===== src/rtl/uart_pkg.sv =====
// Shared types and constants for the ASCII UART transmitter.
//   frame_state_t : per-byte 8N1 frame FSM states
//   seq_state_t   : message-level byte sequencer states
//   ascii_pair_t  : two ASCII characters, tens first
//   select_byte   : maps a byte index onto the message byte stream
package uart_pkg;

  localparam int unsigned DEFAULT_CLKS_PER_BIT = 5208;
  localparam int unsigned BAUD_W               = 16;
  localparam int unsigned BYTE_W               = 8;
  localparam int unsigned IDX_W                = 2;

  localparam logic [BYTE_W-1:0] ASCII_CR = 8'h0D;
  localparam logic [BYTE_W-1:0] ASCII_LF = 8'h0A;

  typedef enum logic [1:0] {
    IDLE,
    START,
    DATA,
    STOP
  } frame_state_t;

  typedef enum logic {
    SEQ_IDLE,
    SEQ_SENDING
  } seq_state_t;

  typedef struct packed {
    logic [BYTE_W-1:0] tens;
    logic [BYTE_W-1:0] ones;
  } ascii_pair_t;

  // Byte stream of one message: tens, ones, CR, LF.
  function automatic logic [BYTE_W-1:0] select_byte(input ascii_pair_t word,
                                                    input logic [IDX_W-1:0] idx);
    logic [BYTE_W-1:0] b;
    case (idx)
      2'd0:    b = word.tens;
      2'd1:    b = word.ones;
      2'd2:    b = ASCII_CR;
      default: b = ASCII_LF;
    endcase
    return b;
  endfunction

endpackage


===== src/rtl/uart_tx_byte.sv =====
// Single-byte 8N1 serializer with its own baud counter.
//   clk, rst   : clock, asynchronous active-high reset
//   start      : load byte_in and begin a frame (honoured in IDLE or on the
//                last stop-bit cycle, which gives back-to-back frames)
//   byte_in    : byte to send, LSB first
//   tx         : registered serial output, idle high
//   byte_done  : combinational, high on the last cycle of the stop bit
module uart_tx_byte
  import uart_pkg::*;
#(
  parameter int unsigned CLKS_PER_BIT = DEFAULT_CLKS_PER_BIT
) (
  input  logic              clk,
  input  logic              rst,
  input  logic              start,
  input  logic [BYTE_W-1:0] byte_in,
  output logic              tx,
  output logic              byte_done
);

  localparam logic [BAUD_W-1:0] BAUD_LAST = BAUD_W'(CLKS_PER_BIT - 1);

  frame_state_t      state;
  frame_state_t      state_nxt;
  logic [BAUD_W-1:0] baud;
  logic [BAUD_W-1:0] baud_nxt;
  logic [2:0]        bit_idx;
  logic [2:0]        bit_idx_nxt;
  logic [BYTE_W-1:0] shreg;
  logic [BYTE_W-1:0] shreg_nxt;
  logic              tx_nxt;
  logic              bit_end;
  logic              load;

  assign bit_end   = (baud == BAUD_LAST);
  assign byte_done = (state == STOP) && bit_end;
  // A new frame may begin from IDLE or directly out of the final stop cycle.
  assign load      = start && ((state == IDLE) || byte_done);

  // State and datapath registers.
  always_ff @(posedge clk or posedge rst) begin
    if (rst) begin
      state   <= IDLE;
      baud    <= '0;
      bit_idx <= '0;
      shreg   <= '0;
      tx      <= 1'b1;
    end else begin
      state   <= state_nxt;
      baud    <= baud_nxt;
      bit_idx <= bit_idx_nxt;
      shreg   <= shreg_nxt;
      tx      <= tx_nxt;
    end
  end

  // Frame state transitions.
  always_comb begin
    state_nxt = state;
    case (state)
      IDLE:    if (start) state_nxt = START;
      START:   if (bit_end) state_nxt = DATA;
      DATA:    if (bit_end && (bit_idx == 3'd7)) state_nxt = STOP;
      STOP:    if (bit_end) state_nxt = start ? START : IDLE;
      default: state_nxt = IDLE;
    endcase
  end

  // Next values of tx, baud counter, bit index and shift register.
  always_comb begin
    tx_nxt      = tx;
    baud_nxt    = baud;
    bit_idx_nxt = bit_idx;
    shreg_nxt   = shreg;
    if (load) begin
      tx_nxt      = 1'b0;
      baud_nxt    = '0;
      bit_idx_nxt = '0;
      shreg_nxt   = byte_in;
    end else begin
      case (state)
        IDLE: begin
          tx_nxt   = 1'b1;
          baud_nxt = '0;
        end
        START: begin
          if (bit_end) begin
            baud_nxt = '0;
            tx_nxt   = shreg[0];
          end else begin
            baud_nxt = baud + BAUD_W'(1);
          end
        end
        DATA: begin
          if (bit_end) begin
            baud_nxt    = '0;
            bit_idx_nxt = bit_idx + 3'd1;
            if (bit_idx == 3'd7) begin
              tx_nxt = 1'b1;
            end else begin
              // shreg[0] is always the bit currently on the line.
              shreg_nxt = {1'b0, shreg[BYTE_W-1:1]};
              tx_nxt    = shreg[1];
            end
          end else begin
            baud_nxt = baud + BAUD_W'(1);
          end
        end
        STOP: begin
          tx_nxt = 1'b1;
          if (bit_end) begin
            baud_nxt = '0;
          end else begin
            baud_nxt = baud + BAUD_W'(1);
          end
        end
        default: begin
          tx_nxt   = 1'b1;
          baud_nxt = '0;
        end
      endcase
    end
  end

endmodule


===== src/rtl/ascii_uart_tx.sv =====
// Sends a latched two-character ASCII word (optionally followed by CR LF)
// as consecutive 8N1 frames on a single TX line.
//   clk, rst : clock, asynchronous active-high reset
//   data_in  : ASCII pair, [15:8] sent first, [7:0] second
//   send     : request, accepted only while idle
//   tx       : serial line, idle high
//   busy     : high while a message is in progress
//   done     : one-cycle pulse on the edge the message completes
module ascii_uart_tx
  import uart_pkg::*;
#(
  parameter int unsigned CLKS_PER_BIT = DEFAULT_CLKS_PER_BIT,
  parameter bit          SEND_CRLF    = 1'b1
) (
  input  logic        clk,
  input  logic        rst,
  input  logic [15:0] data_in,
  input  logic        send,
  output logic        tx,
  output logic        busy,
  output logic        done
);

  localparam logic [IDX_W-1:0] LAST_IDX = SEND_CRLF ? 2'd3 : 2'd1;

  seq_state_t        state;
  seq_state_t        state_nxt;
  ascii_pair_t       hold;
  ascii_pair_t       hold_nxt;
  logic [IDX_W-1:0]  idx;
  logic [IDX_W-1:0]  idx_nxt;
  logic              busy_nxt;
  logic              done_nxt;
  logic              start_c;
  logic [BYTE_W-1:0] byte_c;
  logic              byte_done;
  logic              last_c;

  assign last_c = (idx == LAST_IDX);

  // Sequencer state and registered outputs.
  always_ff @(posedge clk or posedge rst) begin
    if (rst) begin
      state <= SEQ_IDLE;
      hold  <= '0;
      idx   <= '0;
      busy  <= 1'b0;
      done  <= 1'b0;
    end else begin
      state <= state_nxt;
      hold  <= hold_nxt;
      idx   <= idx_nxt;
      busy  <= busy_nxt;
      done  <= done_nxt;
    end
  end

  // Sequencer transitions.
  always_comb begin
    state_nxt = state;
    case (state)
      SEQ_IDLE:    if (send) state_nxt = SEQ_SENDING;
      SEQ_SENDING: if (byte_done && last_c) state_nxt = SEQ_IDLE;
      default:     state_nxt = SEQ_IDLE;
    endcase
  end

  // Byte start/mux, hold register, index, busy and done.
  always_comb begin
    start_c  = 1'b0;
    byte_c   = select_byte(hold, idx + 2'd1);
    hold_nxt = hold;
    idx_nxt  = idx;
    busy_nxt = busy;
    done_nxt = 1'b0;
    case (state)
      SEQ_IDLE: begin
        busy_nxt = 1'b0;
        if (send) begin
          // Hold is not loaded yet, so the first byte comes straight from data_in.
          start_c  = 1'b1;
          byte_c   = data_in[15:8];
          hold_nxt = data_in;
          idx_nxt  = '0;
          busy_nxt = 1'b1;
        end
      end
      SEQ_SENDING: begin
        if (byte_done) begin
          if (last_c) begin
            busy_nxt = 1'b0;
            done_nxt = 1'b1;
          end else begin
            start_c = 1'b1;
            idx_nxt = idx + 2'd1;
          end
        end
      end
      default: busy_nxt = 1'b0;
    endcase
  end

  uart_tx_byte #(
    .CLKS_PER_BIT(CLKS_PER_BIT)
  ) u_byte (
    .clk      (clk),
    .rst      (rst),
    .start    (start_c),
    .byte_in  (byte_c),
    .tx       (tx),
    .byte_done(byte_done)
  );

endmodule


===== config.mk =====
export PLATFORM = sky130hd
export DESIGN_NAME = ascii_uart_tx
export DESIGN_NICKNAME = d
export VERILOG_FILES = /design/src/rtl/uart_pkg.sv /design/src/rtl/uart_tx_byte.sv /design/src/rtl/ascii_uart_tx.sv
export SDC_FILE = /design/constraint.sdc
export NUM_CORES = 1
export LEC_CHECK = 0
export ABC_CLOCK_PERIOD_IN_PS = 2300
export CORE_MARGIN = 2
export CORE_UTILIZATION = 40
export DETAILED_ROUTE_END_ITERATION = 16
export SYNTH_ARGS = -nofsm -noshare
export SYNTH_HDL_FRONTEND = slang
export SYNTH_SLANG_ARGS = --single-unit

===== constraint.sdc =====
create_clock -name clk -period 2.3 [get_ports clk]
set_input_delay 0.345 -clock clk [delete_from_list [all_inputs] [get_ports clk]]
set_output_delay 0.345 -clock clk [all_outputs]
set_load 0.005 [all_outputs]

==> summary.txt <==
Status
  – Status: complete, no violations

Synthesis
  – FF+latch count, synth: 51
  – Yosys cell types: 46
  – Seq/Total Area, Yosys: 47.6%
  – Post-synth top area share: 46.6%
  – Mapped Cells: 278
  – Leading area contributor after synthesis: dfrtp_1
  – Netlist Area Pre-Place: 2680 um2
  – Synth area leaders: dfrtp_1 (47%), nand2_1 (7.8%), ha_1 (6.5%)
  – Post-synth ARST share: 100%
  – Warnings, synthesis: 0
  – Avg Cell Area, Syn: 9.65 um2
  – Most used standard cell by instance count after synthesis: nand2_1
  – Dominant synthesized flop cell: dfrtp_1
  – Top cells by count, synth: nand2_1 (56), dfrtp_1 (50), nor2_1 (32)
  – EDFF count, synth: 0
  – Syn_nets: 311

Final layout
  – Layout cells sized above 1: 10.4%
  – Area of the multi-input gates: 1320 um2
  – Final instance area: 3110 um2
  – Antenna Cells: 0
  – Register area: 1280 um2
  – Final #Nets: 341
  – Synthesis-to-finish area growth: 16.0%
  – Filler cells: 620

Route
  – Met2 Wirelength: 2330 um
  – First-pass DRT Iterations: 4
  – DR vias/cell: 5.17
  – Routed wl met3: 109 um
  – Final ANT Viol Nets: 0
  – Drt total wl: 5340 um
  – Via count: 1995
  – DR top layer: met4
  – DRT iter0 DRCs: 119
  – WL/cell: 13.8 um
  – Met1 wire length: 2840 um
  – Post-route DRC: 0

Power and ir drop
  – Pleak: 1.42 nW
  – IR Drop Worst-Case VDD: 0.290 mV
  – PwrDens: 515 nW/um2

Setup path
  – CP Max Fanout: 8
  – Critical path arrival: 2.24 ns
  – WS Path Type: reg2reg
  – WP data required: 2.49 ns
  – FF-to-FF setup slack: 0.25 ns
  – Worst Setup End Kind: flop
  – CP Launch Type: flop

Run
  – Max cap viols: 0

Timing
  – Setup violators final: 0
  – Crit path time final: 2.05 ns
  – Setup Skew: 0.00789 ns
  – Final Slew Violations: 0
  – Slew Limit Headroom: 57.6%
  – Part of the cycle the worst path needs: 89.3%
  – Hold Fails Final Rpt: 0
  – Highest achievable clock rate: 487 MHz
  – Slew @ Worst Pin: 0.630 ns
  – Setup TNS: 0 ns
  – Unrepaired setup endpoints after global routing: false

Global route
  – Largest net degree at the start of global routing: 27
  – Initial antenna violation count: 0
  – First-pass GRT wire length: 9280 um
  – Vias in the first global route: 1929
  – GRT Overall Usage: 15.8%
  – Total congestion overflow: 0

Floorplan
  – Die width: 85.9 um
  – Ports: 22
  – Die Area: 7380 um2
  – Initial Utilization: 41.8%
  – Core Rows: 29
  – Die Y-Extent: 85.9 um
  – Core area: 6420 um2

Placed design
  – Area after DPL: 3030 um2
  – Routability congestion estimate: 0.764
  – Port-buffer cells: 21
  – Dpl hpwl: 3950 um

Clocking
  – CTS tree: built
  – Skew-Pair Late Insertion Delay: 0.30 ns
  – Worst-path clk slew: 0.10 ns
  – CTS sink cnt: 51
  – H-tree Lvls: 2
  – Cts bufs inserted: 5
  – Root Driver: clkbuf_8
  – Largest buffer count on any clock path: 2
  – Postcts setup bufs: 0

Worst hold path
  – Hold WC Path Type: in2async
-- through the flow --
stage	hold WS (ns)	worst slack, ns	std cells	power, mW	util [%]
final	0.330	0.246	386	1.60	48.4
after floorplan	0.446	0.269	278	1.05	-
after global placement	0.458	0.222	378	1.11	47.1
after detailed placement	0.463	0.182	378	1.11	47.1
after CTS	0.342	0.171	386	1.63	48.4
after global routing	0.369	0.0290	386	1.69	48.4
-- registers in the layout, summed over array words and instances, names as in the netlist --
signal / cells
busy: 1
u_byte.state: 2
state: 1
u_byte.baud: 16
done: 1
u_byte.shreg: 8
hold: 16
u_byte.tx: 1
idx: 2
u_byte.bit_idx: 3
-- final timing paths --
path | startpoint | cells past startpoint | end
hold reg to reg | hold[3]$_DFFE_PP0P_ | 2 | hold[3]$_DFFE_PP0P_
hold / removal | rst | 2 | done$_DFF_PP0_
setup reg to reg | u_byte.baud[9]$_DFF_PP0_ | 5 | u_byte.state[1]$_DFFE_PP0P_
min in group clk | hold[3]$_DFFE_PP0P_ | 2 | hold[3]$_DFFE_PP0P_
setup / recovery | u_byte.baud[9]$_DFF_PP0_ | 5 | u_byte.state[1]$_DFFE_PP0P_
max in group asynchronous | rst | 3 | u_byte.tx$_DFFE_PP1P_
-- power by group --
group,total [mW],internal (mW),switching [mW]
combinational,0.126,0.0713,0.0552
clock,0.508,0.215,0.293
sequential,0.968,0.942,0.0256
total,1.60,1.23,0.374
-- critical path, stage by stage (launching register included) --
cell and delay, ns:
dfrtp_1 0.42, nor4b_1 0.43, and3_2 0.36, nand3_1 0.11, a211oi_1 0.27, mux2_2 0.36
-- area by class of cell --
class                      count  share of cell area, %
inverter                      10                   1.21
timing repair buffer          33                   9.65
sequential                    51                   41.1
tap                           77                   3.10
clock inverter                 1                  0.161
clock buffer                   7                   2.45
multi-input combinational    207                   42.4
-- cells in the final DEF, fill, tap and decap left out, types with 2 or more instances in the layout --
cell type	n
a22o_1	5
dfrtp_1	50
nand4b_1	2
nand4_1	3
a221o_1	2
xor2_1	10
buf_4	12
a21oi_1	12
clkdlybuf4s50_1	21
xnor2_1	5
clkbuf_1	2
a31oi_1	2
nand3_1	12
o21ai_0	3
nor2_1	32
a221oi_1	7
and3_1	6
clkbuf_8	5
a211oi_1	2
mux2i_1	7
ha_1	14
nand2_1	56
inv_1	9
mux2_2	3
nor4_1	2
-- routing by layer --
| metal | vias to the layer above | GRT usage [%] |
|---|---|---|
| met5 | - | 0 |
| met4 | 0 | 3.90 |
| met3 | 7 | 3.18 |
| met2 | 20 | 23.7 |
| met1 | 947 | 23.4 |
| li1 | 1021 | - |
-- timing repair --
| action | CTS | global route |
|---|---|---|
| setup endpoints to repair | 0 | 2 |
| gates resized for setup | 0 | 1 |
| hold buffers | 0 | 0 |
-- cells by family (layout without fill, tap and decap cells) --
kind of cell	count (synthesis)	after routing	share of synthesized area [%]
compound gates	41	41	11.1
flops	51	51	47.6
mux	10	10	3.87
simple gates	127	127	22.6
xor+xnor	15	15	4.90
buf+inv	20	51	3.40
fa+ha+maj	14	14	6.53
Power figures use the tool's default switching activity.
